<file path="src/rtl/sd_spi_target_if.sv">
// sd_spi_target_if: SPI-mode SD link between a host (master) and the card (slave).
// Signals: sdCS (active-low select), sdSCLK (mode-0 clock), sdMOSI (host->card),
// sdMISO (card->host). All MSB first.
interface sd_spi_target_if;
  logic sdCS;
  logic sdSCLK;
  logic sdMOSI;
  logic sdMISO;

  modport master (output sdCS, output sdSCLK, output sdMOSI, input sdMISO);
  modport slave  (input sdCS, input sdSCLK, input sdMOSI, output sdMISO);
endinterface

</file>
<file path="src/rtl/sd_spi_target.sv">
// sd_spi_target: SPI-mode SD card responder backed by a byte-wide memory.
// Ports:
//   clk, resetn     system clock (>= 8x sdSCLK), async active-low reset
//   spi             slave modport: sdCS, sdSCLK, sdMOSI in; sdMISO out
//   mem_addr        {block[BLK_W-1:0], offset[8:0]}
//   mem_rdata       read data, valid one clk after mem_addr
//   mem_wdata/we    write data and one-clk write strobe
//   card_idle       R1 idle bit
//   busy            high during read token/data/CRC and the whole write phase
module sd_spi_target #(
  parameter int unsigned BLK_W       = 7,
  parameter int unsigned ACMD41_BUSY = 1,
  parameter int unsigned READ_GAP    = 1,
  parameter int unsigned BUSY_BYTES  = 4
) (
  input  logic                 clk,
  input  logic                 resetn,
  sd_spi_target_if.slave       spi,
  output logic [BLK_W+8:0]     mem_addr,
  input  logic [7:0]           mem_rdata,
  output logic [7:0]           mem_wdata,
  output logic                 mem_we,
  output logic                 card_idle,
  output logic                 busy
);

  typedef enum logic [2:0] {
    CMD_WAIT, CMD_ARGS, RESP, RD, WR_TOK, WR_DATA, WR_CRC, WR_RESP
  } state_t;

  // Bytes clocked out in RD: gap, token, 512 data, 2 CRC.
  localparam int unsigned RD_LAST = READ_GAP + 515;

  logic [2:0]       r_sclk_s;
  logic [1:0]       r_mosi_s, r_cs_s;
  logic             w_rise, w_fall, w_cs_hi, w_byte_done;
  logic [2:0]       r_bitcnt;
  logic [6:0]       r_rx, r_tx;
  logic [7:0]       w_rx_byte, w_load_byte;
  logic             r_miso, r_load, r_txmem;
  logic [7:0]       r_txnext;

  state_t           r_state, w_state_n, r_post, w_post_n;
  logic [5:0]       r_cmd, w_cmd_n;
  logic [31:0]      r_arg, w_arg_n;
  logic [9:0]       r_cnt, w_cnt_n;
  logic [39:0]      r_resp, w_resp_n;
  logic [2:0]       r_rlen, w_rlen_n;
  logic [BLK_W-1:0] r_blk, w_blk_n;
  logic             r_idle, w_idle_n, r_app, w_app_n;
  logic [7:0]       r_acnt, w_acnt_n;
  logic [7:0]       r_wdata, w_wdata_n;
  logic             r_we, w_we_n;
  logic             w_off_clr, w_off_inc;
  logic [7:0]       w_txnext_n;
  logic             w_txmem_n;
  logic [8:0]       r_off;

  assign w_rise      = r_sclk_s[1] & ~r_sclk_s[2];
  assign w_fall      = ~r_sclk_s[1] & r_sclk_s[2];
  assign w_cs_hi     = r_cs_s[1];
  assign w_rx_byte   = {r_rx, r_mosi_s[1]};
  assign w_byte_done = w_rise && (r_bitcnt == 3'd7) && !w_cs_hi;
  assign w_load_byte = r_txmem ? mem_rdata : r_txnext;

  assign spi.sdMISO = r_miso;
  assign mem_addr   = {r_blk, r_off};
  assign mem_wdata  = r_wdata;
  assign mem_we     = r_we;
  assign card_idle  = r_idle;
  assign busy       = ((r_state == RD) && (32'(r_cnt) > READ_GAP)) ||
                      (r_state inside {WR_TOK, WR_DATA, WR_CRC, WR_RESP});

  always_ff @(posedge clk or negedge resetn) begin
    if (!resetn) begin
      r_sclk_s <= '0;
      r_mosi_s <= '0;
      r_cs_s   <= '1;
    end else begin
      r_sclk_s <= {r_sclk_s[1:0], spi.sdSCLK};
      r_mosi_s <= {r_mosi_s[0], spi.sdMOSI};
      r_cs_s   <= {r_cs_s[0], spi.sdCS};
    end
  end

  // Bit level: sample on rise, shift out on fall. The byte chosen at the 8th
  // rise is held in r_txnext (or fetched from memory) and loaded on the next fall.
  always_ff @(posedge clk or negedge resetn) begin
    if (!resetn) begin
      r_bitcnt <= '0;
      r_rx     <= '0;
      r_tx     <= '1;
      r_miso   <= 1'b1;
      r_load   <= 1'b0;
      r_txnext <= '1;
      r_txmem  <= 1'b0;
    end else if (w_cs_hi) begin
      r_bitcnt <= '0;
      r_tx     <= '1;
      r_miso   <= 1'b1;
      r_load   <= 1'b0;
    end else begin
      if (w_rise) begin
        r_rx     <= w_rx_byte[6:0];
        r_bitcnt <= r_bitcnt + 3'd1;
        if (r_bitcnt == 3'd7) begin
          r_load   <= 1'b1;
          r_txnext <= w_txnext_n;
          r_txmem  <= w_txmem_n;
        end
      end
      if (w_fall) begin
        if (r_load) begin
          r_load <= 1'b0;
          r_miso <= w_load_byte[7];
          r_tx   <= w_load_byte[6:0];
        end else begin
          r_miso <= r_tx[6];
          r_tx   <= {r_tx[5:0], 1'b1};
        end
      end
    end
  end

  // Offset advances after each memory read load or write strobe, saturating at 511.
  assign w_off_inc = r_we | (w_fall & r_load & r_txmem & ~w_cs_hi);

  always_ff @(posedge clk or negedge resetn) begin
    if (!resetn)                          r_off <= '0;
    else if (w_off_clr)                   r_off <= '0;
    else if (w_off_inc && r_off != '1)    r_off <= r_off + 9'd1;
  end

  always_ff @(posedge clk or negedge resetn) begin
    if (!resetn) begin
      r_state <= CMD_WAIT;
      r_post  <= CMD_WAIT;
      r_cmd   <= '0;
      r_arg   <= '0;
      r_cnt   <= '0;
      r_resp  <= '0;
      r_rlen  <= '0;
      r_blk   <= '0;
      r_idle  <= 1'b1;
      r_app   <= 1'b0;
      r_acnt  <= '0;
      r_wdata <= '0;
      r_we    <= 1'b0;
    end else begin
      r_state <= w_state_n;
      r_post  <= w_post_n;
      r_cmd   <= w_cmd_n;
      r_arg   <= w_arg_n;
      r_cnt   <= w_cnt_n;
      r_resp  <= w_resp_n;
      r_rlen  <= w_rlen_n;
      r_blk   <= w_blk_n;
      r_idle  <= w_idle_n;
      r_app   <= w_app_n;
      r_acnt  <= w_acnt_n;
      r_wdata <= w_wdata_n;
      r_we    <= w_we_n;
    end
  end

  always_comb begin
    w_state_n  = r_state;
    w_post_n   = r_post;
    w_cmd_n    = r_cmd;
    w_arg_n    = r_arg;
    w_cnt_n    = r_cnt;
    w_resp_n   = r_resp;
    w_rlen_n   = r_rlen;
    w_blk_n    = r_blk;
    w_idle_n   = r_idle;
    w_app_n    = r_app;
    w_acnt_n   = r_acnt;
    w_wdata_n  = r_wdata;
    w_we_n     = 1'b0;
    w_off_clr  = 1'b0;
    w_txnext_n = 8'hFF;
    w_txmem_n  = 1'b0;
    if (w_cs_hi) begin
      w_state_n = CMD_WAIT;
    end else if (w_byte_done) begin
      unique case (r_state)
        CMD_WAIT: if (w_rx_byte[7:6] == 2'b01) begin
          w_cmd_n   = w_rx_byte[5:0];
          w_cnt_n   = '0;
          w_state_n = CMD_ARGS;
        end
        CMD_ARGS: begin
          w_cnt_n = r_cnt + 10'd1;
          if (r_cnt < 10'd4) begin
            w_arg_n = 32'({r_arg, w_rx_byte});
          end else begin
            // CRC byte: decode now so the Ncr byte goes out next, then the response.
            w_state_n = RESP;
            w_post_n  = CMD_WAIT;
            w_rlen_n  = 3'd1;
            w_app_n   = 1'b0;
            w_resp_n  = {7'b0, r_idle, 32'h0};
            case (r_cmd)
              6'd0: begin
                w_resp_n = {8'h01, 32'h0};
                w_idle_n = 1'b1;
                w_acnt_n = '0;
              end
              6'd8: begin
                w_resp_n = {8'h01, 8'h00, 8'h00, 8'h01, r_arg[7:0]};
                w_rlen_n = 3'd5;
              end
              6'd55: w_app_n = 1'b1;
              6'd41: begin
                if (!r_app) begin
                  w_resp_n = {5'b0, 1'b1, 1'b0, r_idle, 32'h0};
                end else if (32'(r_acnt) < ACMD41_BUSY) begin
                  w_resp_n = {8'h01, 32'h0};
                  w_acnt_n = r_acnt + 8'd1;
                end else begin
                  w_resp_n = {8'h00, 32'h0};
                  w_idle_n = 1'b0;
                end
              end
              6'd58: begin
                w_resp_n = {7'b0, r_idle, 32'hC0FF_8000};
                w_rlen_n = 3'd5;
              end
              6'd17, 6'd24: begin
                w_resp_n = {8'h00, 32'h0};
                w_blk_n  = r_arg[BLK_W-1:0];
                w_post_n = (r_cmd == 6'd17) ? RD : WR_TOK;
              end
              default: w_resp_n = {5'b0, 1'b1, 1'b0, r_idle, 32'h0};
            endcase
          end
        end
        RESP: begin
          if (r_rlen != 3'd0) begin
            w_txnext_n = r_resp[39:32];
            w_resp_n   = {r_resp[31:0], 8'h00};
            w_rlen_n   = r_rlen - 3'd1;
          end else begin
            w_state_n = r_post;
            w_cnt_n   = '0;
            w_off_clr = 1'b1;
            if (r_post == RD) begin
              w_cnt_n    = 10'd1;
              w_txnext_n = (READ_GAP == 0) ? 8'hFE : 8'hFF;
            end
          end
        end
        RD: begin
          // r_cnt is the index of the byte being chosen now.
          if (32'(r_cnt) == RD_LAST) begin
            w_state_n = CMD_WAIT;
          end else begin
            w_cnt_n = r_cnt + 10'd1;
            if (32'(r_cnt) == READ_GAP)
              w_txnext_n = 8'hFE;
            else if (32'(r_cnt) > READ_GAP && 32'(r_cnt) < READ_GAP + 513)
              w_txmem_n = 1'b1;
          end
        end
        WR_TOK: if (w_rx_byte == 8'hFE) begin
          w_state_n = WR_DATA;
          w_cnt_n   = '0;
          w_off_clr = 1'b1;
        end
        WR_DATA: begin
          w_we_n    = 1'b1;
          w_wdata_n = w_rx_byte;
          if (r_cnt == 10'd511) begin
            w_state_n = WR_CRC;
            w_cnt_n   = '0;
          end else begin
            w_cnt_n = r_cnt + 10'd1;
          end
        end
        WR_CRC: begin
          if (r_cnt == 10'd1) begin
            w_txnext_n = 8'h05;
            w_state_n  = WR_RESP;
            w_cnt_n    = '0;
          end else begin
            w_cnt_n = r_cnt + 10'd1;
          end
        end
        WR_RESP: begin
          if (32'(r_cnt) < BUSY_BYTES) begin
            w_txnext_n = 8'h00;
            w_cnt_n    = r_cnt + 10'd1;
          end else begin
            w_state_n = CMD_WAIT;
          end
        end
      endcase
    end
  end

endmodule

</file>
<file path="src/flat_wrapper.sv">
// flat-port wrapper written by rule: the top's interface ports become plain ports
module sd_spi_target_flat 
#(
  parameter int unsigned BLK_W       = 7,
  parameter int unsigned ACMD41_BUSY = 1,
  parameter int unsigned READ_GAP    = 1,
  parameter int unsigned BUSY_BYTES  = 4
)
  (clk, resetn, mem_addr, mem_rdata, mem_wdata, mem_we, card_idle, busy, spi_sdCS, spi_sdSCLK, spi_sdMOSI, spi_sdMISO);
  sd_spi_target_if spi_i ();
  input  logic clk;
  input  logic resetn;
  output logic [BLK_W+8:0] mem_addr;
  input  logic [7:0] mem_rdata;
  output logic [7:0] mem_wdata;
  output logic mem_we;
  output logic card_idle;
  output logic busy;
  input wire logic [$bits(spi_i.sdCS)-1:0] spi_sdCS;
  input wire logic [$bits(spi_i.sdSCLK)-1:0] spi_sdSCLK;
  input wire logic [$bits(spi_i.sdMOSI)-1:0] spi_sdMOSI;
  output wire logic [$bits(spi_i.sdMISO)-1:0] spi_sdMISO;
  assign spi_i.sdCS = spi_sdCS;
  assign spi_i.sdSCLK = spi_sdSCLK;
  assign spi_i.sdMOSI = spi_sdMOSI;
  assign spi_sdMISO = spi_i.sdMISO;
  sd_spi_target #(.BLK_W(BLK_W), .ACMD41_BUSY(ACMD41_BUSY), .READ_GAP(READ_GAP), .BUSY_BYTES(BUSY_BYTES)) u_core (.clk(clk), .resetn(resetn), .spi(spi_i), .mem_addr(mem_addr), .mem_rdata(mem_rdata), .mem_wdata(mem_wdata), .mem_we(mem_we), .card_idle(card_idle), .busy(busy));
endmodule
</file>
<file path="config.mk">
export PLATFORM = sky130hd
export DESIGN_NAME = sd_spi_target_flat
export DESIGN_NICKNAME = d
export VERILOG_FILES = /design/src/rtl/sd_spi_target_if.sv /design/src/rtl/sd_spi_target.sv /design/src/flat_wrapper.sv
export SDC_FILE = /design/constraint.sdc
export NUM_CORES = 1
export LEC_CHECK = 0
export BUFFER_PORTS_ARGS = -buffer_cell sky130_fd_sc_hd__clkbuf_2
export CELL_PAD_IN_SITES_DETAIL_PLACEMENT = 2
export CELL_PAD_IN_SITES_GLOBAL_PLACEMENT = 2
export CORE_MARGIN = 2
export CORE_UTILIZATION = 40
export CTS_CLUSTER_DIAMETER = 120
export DETAILED_ROUTE_END_ITERATION = 12
export PLACE_DENSITY_LB_ADDON = 0.1
export SYNTH_ARGS = -nofsm -noshare
export SYNTH_HDL_FRONTEND = slang
export SYNTH_SLANG_ARGS = --single-unit
</file>
<file path="constraint.sdc">
create_clock -name clk -period 3.18 [get_ports clk]
set_clock_uncertainty 0.2 [all_clocks]
set_input_delay 0.318 -clock clk [delete_from_list [all_inputs] [get_ports clk]]
set_output_delay 0.318 -clock clk [all_outputs]
set_load 0.02 [all_outputs]
</file>
==> metrics.txt <==
# TYPE chip_impl_metric gauge
chip_impl_info{name="clockRootBuffer",value="clkbuf_16"} 1
chip_impl_info{name="worstSetupEndpointType",value="primary output"} 1
chip_impl_metric{name="clk-insertion-delay-late",unit="ns"} 0.42
chip_impl_metric{name="place.detailed.hpwl",unit="um"} 12140
chip_impl_metric{name="yosysSeqAreaShare",unit="%"} 52.56
chip_impl_metric{name="routed_wire_length_per_instance",unit="um"} 19.66
chip_impl_metric{name="numPortBuffers",unit=""} 40
chip_impl_metric{name="synth-edff-count",unit=""} 0
chip_impl_metric{name="maxSlewHeadroom",unit="%"} 49.89
chip_impl_metric{name="timing.max_cap.violations",unit=""} 0
chip_impl_metric{name="dieArea",unit="um2"} 18080
chip_impl_info{name="setup.worst_path.start_class",value="flop"} 1
chip_impl_metric{name="cts_buffers",unit=""} 17
chip_impl_metric{name="die_y",unit="um"} 134.4
chip_impl_info{name="synthMostInstantiatedCell",value="dfrtp_1"} 1
chip_impl_metric{name="totalNegativeSetupSlack",unit="ns"} 0
chip_impl_info{name="synth.cells.most_frequent",value="dfrtp_1, nand2_1, o21ai_0"} 1
chip_impl_info{name="timing.critical_path.max_delay_family",value="simple AND/OR/NAND/NOR gates"} 1
chip_impl_metric{name="crit_path_max_incr_delay",unit="ns"} 0.65
chip_impl_metric{name="final_min_period_over_clock_period",unit="%"} 93.14
chip_impl_metric{name="grt_antenna_before_repair",unit=""} 0
chip_impl_metric{name="syn_nets",unit=""} 691
chip_impl_metric{name="diodes",unit=""} 0
chip_impl_metric{name="number_of_remaining_drc_errors",unit=""} 0
chip_impl_metric{name="clock_power_share",unit="%"} 49.7
chip_impl_metric{name="synthesis.instances",unit=""} 666
chip_impl_metric{name="comb_power_share",unit="%"} 3.4
chip_impl_info{name="dominantRegCellSynth",value="dfrtp_1"} 1
chip_impl_metric{name="fraction_of_layout_instances_using_a_drive_strength_above_1",unit="%"} 22.96
chip_impl_metric{name="gp_routability_congestion",unit=""} 0.8819
chip_impl_metric{name="ioPinCount",unit=""} 41
chip_impl_metric{name="tritoncts_num_sinks",unit=""} 142
chip_impl_metric{name="critical_path_buf_inv_count",unit=""} 1
chip_impl_metric{name="globalRouteOverflowTotal",unit=""} 0
chip_impl_metric{name="drtAntennaViolNets",unit=""} 0
chip_impl_metric{name="maxSlewViolCount",unit=""} 0
chip_impl_metric{name="multi_input_area",unit="um2"} 3018
chip_impl_info{name="timing.hold.worst.class",value="reg2reg"} 1
chip_impl_metric{name="number_of_failing_setup_endpoints_in_the_final_timing_report",unit=""} 0
chip_impl_metric{name="drt-vias-per-instance",unit=""} 5.605
chip_impl_metric{name="fillerInstances",unit=""} 1759
chip_impl_metric{name="final-hold-violation-count",unit=""} 0
chip_impl_metric{name="floorplan.rows",unit=""} 47
chip_impl_metric{name="cts.htree.levels",unit=""} 4
chip_impl_metric{name="area_growth_syn_to_layout",unit="%"} 15.83
chip_impl_metric{name="nets",unit=""} 722
chip_impl_metric{name="start_util",unit="%"} 41.04
chip_impl_metric{name="dr.first_iter.drc_count",unit=""} 226
chip_impl_info{name="cpMaxStageDelayCell",value="or4_4"} 1
chip_impl_metric{name="cellInternalPower",unit="mW"} 3.198
chip_impl_metric{name="grt_first_pass_wirelength",unit="um"} 31400
chip_impl_metric{name="cts_buffer_depth",unit=""} 2
chip_impl_metric{name="cp_data_arrival_time",unit="ns"} 2.44
chip_impl_metric{name="synth.ff_latch_count",unit=""} 142
chip_impl_metric{name="yosys_cell_types",unit=""} 69
chip_impl_metric{name="detailroute.via_count",unit=""} 5213
chip_impl_metric{name="switching_power",unit="uW"} 933.9
chip_impl_metric{name="required",unit="ns"} 2.66
chip_impl_metric{name="yosys_warnings",unit=""} 0
chip_impl_metric{name="core_area",unit="um2"} 16580
chip_impl_metric{name="dieWidth",unit="um"} 134.4
chip_impl_metric{name="totalWireLength",unit="um"} 18290
chip_impl_info{name="outcome",value="complete, no violations"} 1
chip_impl_metric{name="finalWorstPathRequiredPeriod",unit="ns"} 2.962
chip_impl_metric{name="total_leakage_power",unit="nW"} 3.491
chip_impl_metric{name="transition_time_at_the_pin_with_the_least_slew_margin",unit="ns"} 0.7448
chip_impl_metric{name="timing.fmax",unit="MHz"} 337.6
chip_impl_metric{name="ff_latch_area",unit="um2"} 3577
chip_impl_metric{name="worst_setup_hold_path_clk_slew",unit="ns"} 0.06
chip_impl_info{name="synth_top_cells_by_area",value="dfrtp_1, dfstp_2, mux2_2"} 1
chip_impl_info{name="post-synth-top-area-cell",value="dfrtp_1"} 1
chip_impl_metric{name="sw_frac_of_total",unit="%"} 22.60
chip_impl_info{name="crit_type",value="reg2out"} 1
chip_impl_metric{name="critPathMaxFanout",unit=""} 9
chip_impl_info{name="timing.critical_path.cells",value="or4_4, nor2_8, o21ai_0, a31o_2, clkbuf_2"} 1
chip_impl_metric{name="fraction_of_synthesis_flops_using_an_asynchronous_set_or_reset_pin",unit="%"} 100.0
chip_impl_metric{name="grt_usage",unit="%"} 22.03
chip_impl_metric{name="synth_top_area_share",unit="%"} 45.22
chip_impl_metric{name="drt-pass1-iter-count",unit=""} 5
chip_impl_metric{name="pwr-share-seq",unit="%"} 46.9
chip_impl_metric{name="placed_cells",unit=""} 894
chip_impl_metric{name="p_per_area",unit="nW/um2"} 524.0
chip_impl_metric{name="synthesis.area",unit="um2"} 6807
chip_impl_info{name="cts_tree",value="built"} 1
chip_impl_metric{name="vdd_ir_drop_max",unit="mV"} 0.3171
chip_impl_metric{name="grt_pass1_vias",unit=""} 5826
chip_impl_metric{name="largest_net_degree_at_the_start_of_global_routing",unit=""} 87
chip_impl_metric{name="fin_cells",unit=""} 930
chip_impl_metric{name="syn-mean-instance-area",unit="um2"} 10.22
chip_impl_info{name="grt_setup_unrepaired",value="no"} 1
-- path summary, 6_finish.rpt --
path                            slack, ns                 end               start  cells past startpoint
worst max-delay path                 0.22                busy     u_core.r_cnt[3]                      5
max in group asynchronous            1.65     u_core.r_arg[0]              resetn                      3
worst min register to register       0.15  u_core.r_mosi_s[1]  u_core.r_mosi_s[0]                      0
min in group asynchronous            0.24     u_core.r_cnt[4]              resetn                      2
worst max register to register       0.23     u_core.r_cnt[2]   u_core.r_state[2]                      5
worst min-delay path                 0.15  u_core.r_mosi_s[1]  u_core.r_mosi_s[0]                      0
-- cells in the final DEF, fill, tap and decap left out, types with 3 or more instances in the layout --
| cell | count |
|---|---|
| a211o_1 | 3 |
| nand2b_1 | 8 |
| and2_1 | 4 |
| nor4b_1 | 4 |
| nor3b_1 | 3 |
| dlygate4sd3_1 | 4 |
| mux2i_1 | 13 |
| o31ai_1 | 5 |
| mux2_2 | 36 |
| or2_2 | 3 |
| clkbuf_1 | 3 |
| clkbuf_16 | 17 |
| o21ai_0 | 56 |
| dfrtp_1 | 123 |
| or3_1 | 6 |
| a221o_1 | 3 |
| o211ai_1 | 3 |
| a22o_1 | 3 |
| nor4_1 | 8 |
| a22o_2 | 3 |
| clkinv_2 | 3 |
| and3_1 | 7 |
| a21oi_1 | 39 |
| o41ai_1 | 5 |
| dfstp_2 | 19 |
| clkbuf_2 | 39 |
| bufinv_16 | 3 |
| nand2_1 | 98 |
| a211oi_1 | 9 |
| nor2b_1 | 6 |
| inv_1 | 9 |
| nand3_1 | 16 |
| buf_4 | 12 |
| nor2_1 | 52 |
| or4_1 | 3 |
| ha_1 | 12 |
| nor3_1 | 5 |
| nand4_1 | 5 |
| xnor2_1 | 8 |
-- layer usage --
metal,global-route usage [%],up-vias,part of all wire (%)
met5,0,-,0
met4,5.965,0,1.1
met3,3.515,14,3.0
met2,38.44,81,51
met1,28.51,2681,45
li1,-,2437,-
-- cells by family (layout without fill, tap and decap cells) --
kind of cell,Yosys count,in the layout,share of synthesized area (%)
simple gates,248,248,18.42
compound gates,151,151,14.36
buf+inv,55,99,3.437
mux,49,49,7.868
xor+xnor,9,9,1.158
fa+ha+maj,12,12,2.206
flops,142,142,52.56
-- metrics by stage --
stage          setup WS (ns)  instance area, um2  utilization [%]  hold WS, ns  power (mW)
2_1_floorplan         0.5231                6807                -      -0.1776       2.005
3_3_place_gp          0.4714                7234            43.62       0.1340       2.089
5_1_grt              0.05390                7884            47.54       0.1668       4.282
6_report              0.2180                7884            47.54       0.1460       4.131
3_5_place_dp          0.2695                7234            43.62       0.1358       2.101
4_1_cts               0.2052                7878            47.50       0.1303       4.182
-- flip-flops by register name (all words and copies together) (netlist names), 2 cells and up --
register          cells
u_core.r_off          9
u_core.r_mosi_s       2
u_core.r_blk          7
u_core.r_cmd          6
u_core.r_acnt         8
u_core.r_bitcnt       3
u_core.r_cs_s         2
u_core.mem_wdata      8
u_core.r_rlen         3
u_core.r_sclk_s       3
u_core.r_cnt         10
u_core.r_tx           7
u_core.r_arg          8
u_core.r_state        3
u_core.r_rx           7
u_core.r_txnext       8
u_core.r_resp        40
u_core.r_post         2
-- power groups by stage --
stage / logic [mW] / registers, mW / clock network, mW
6_report: 0.140 / 1.94 / 2.05
5_1_grt: 0.160 / 1.95 / 2.17
4_1_cts: 0.145 / 1.94 / 2.10
3_5_place_dp: 0.137 / 1.96 / 0
3_3_place_gp: 0.129 / 1.96 / 0
2_1_floorplan: 0.0714 / 1.93 / 0
-- final cells by class --
cell class                      count  area share, %
Clock inverter                     10          1.762
Tap cell                          220          3.492
Inverter                            9         0.4285
Clock buffer                       22          5.888
Sequential cell                   142          45.37
Timing Repair Buffer               58          4.777
Multi-Input combinational cell    469          38.28
-- timing repair --
item,in CTS,in global routing
endpoints found under the hold margin,62,0
gates resized for setup,0,1
setup endpoints to repair,0,7
hold buffers,4,0
setup buffers,0,0
Note: power is estimated with default switching activity, not from simulation.
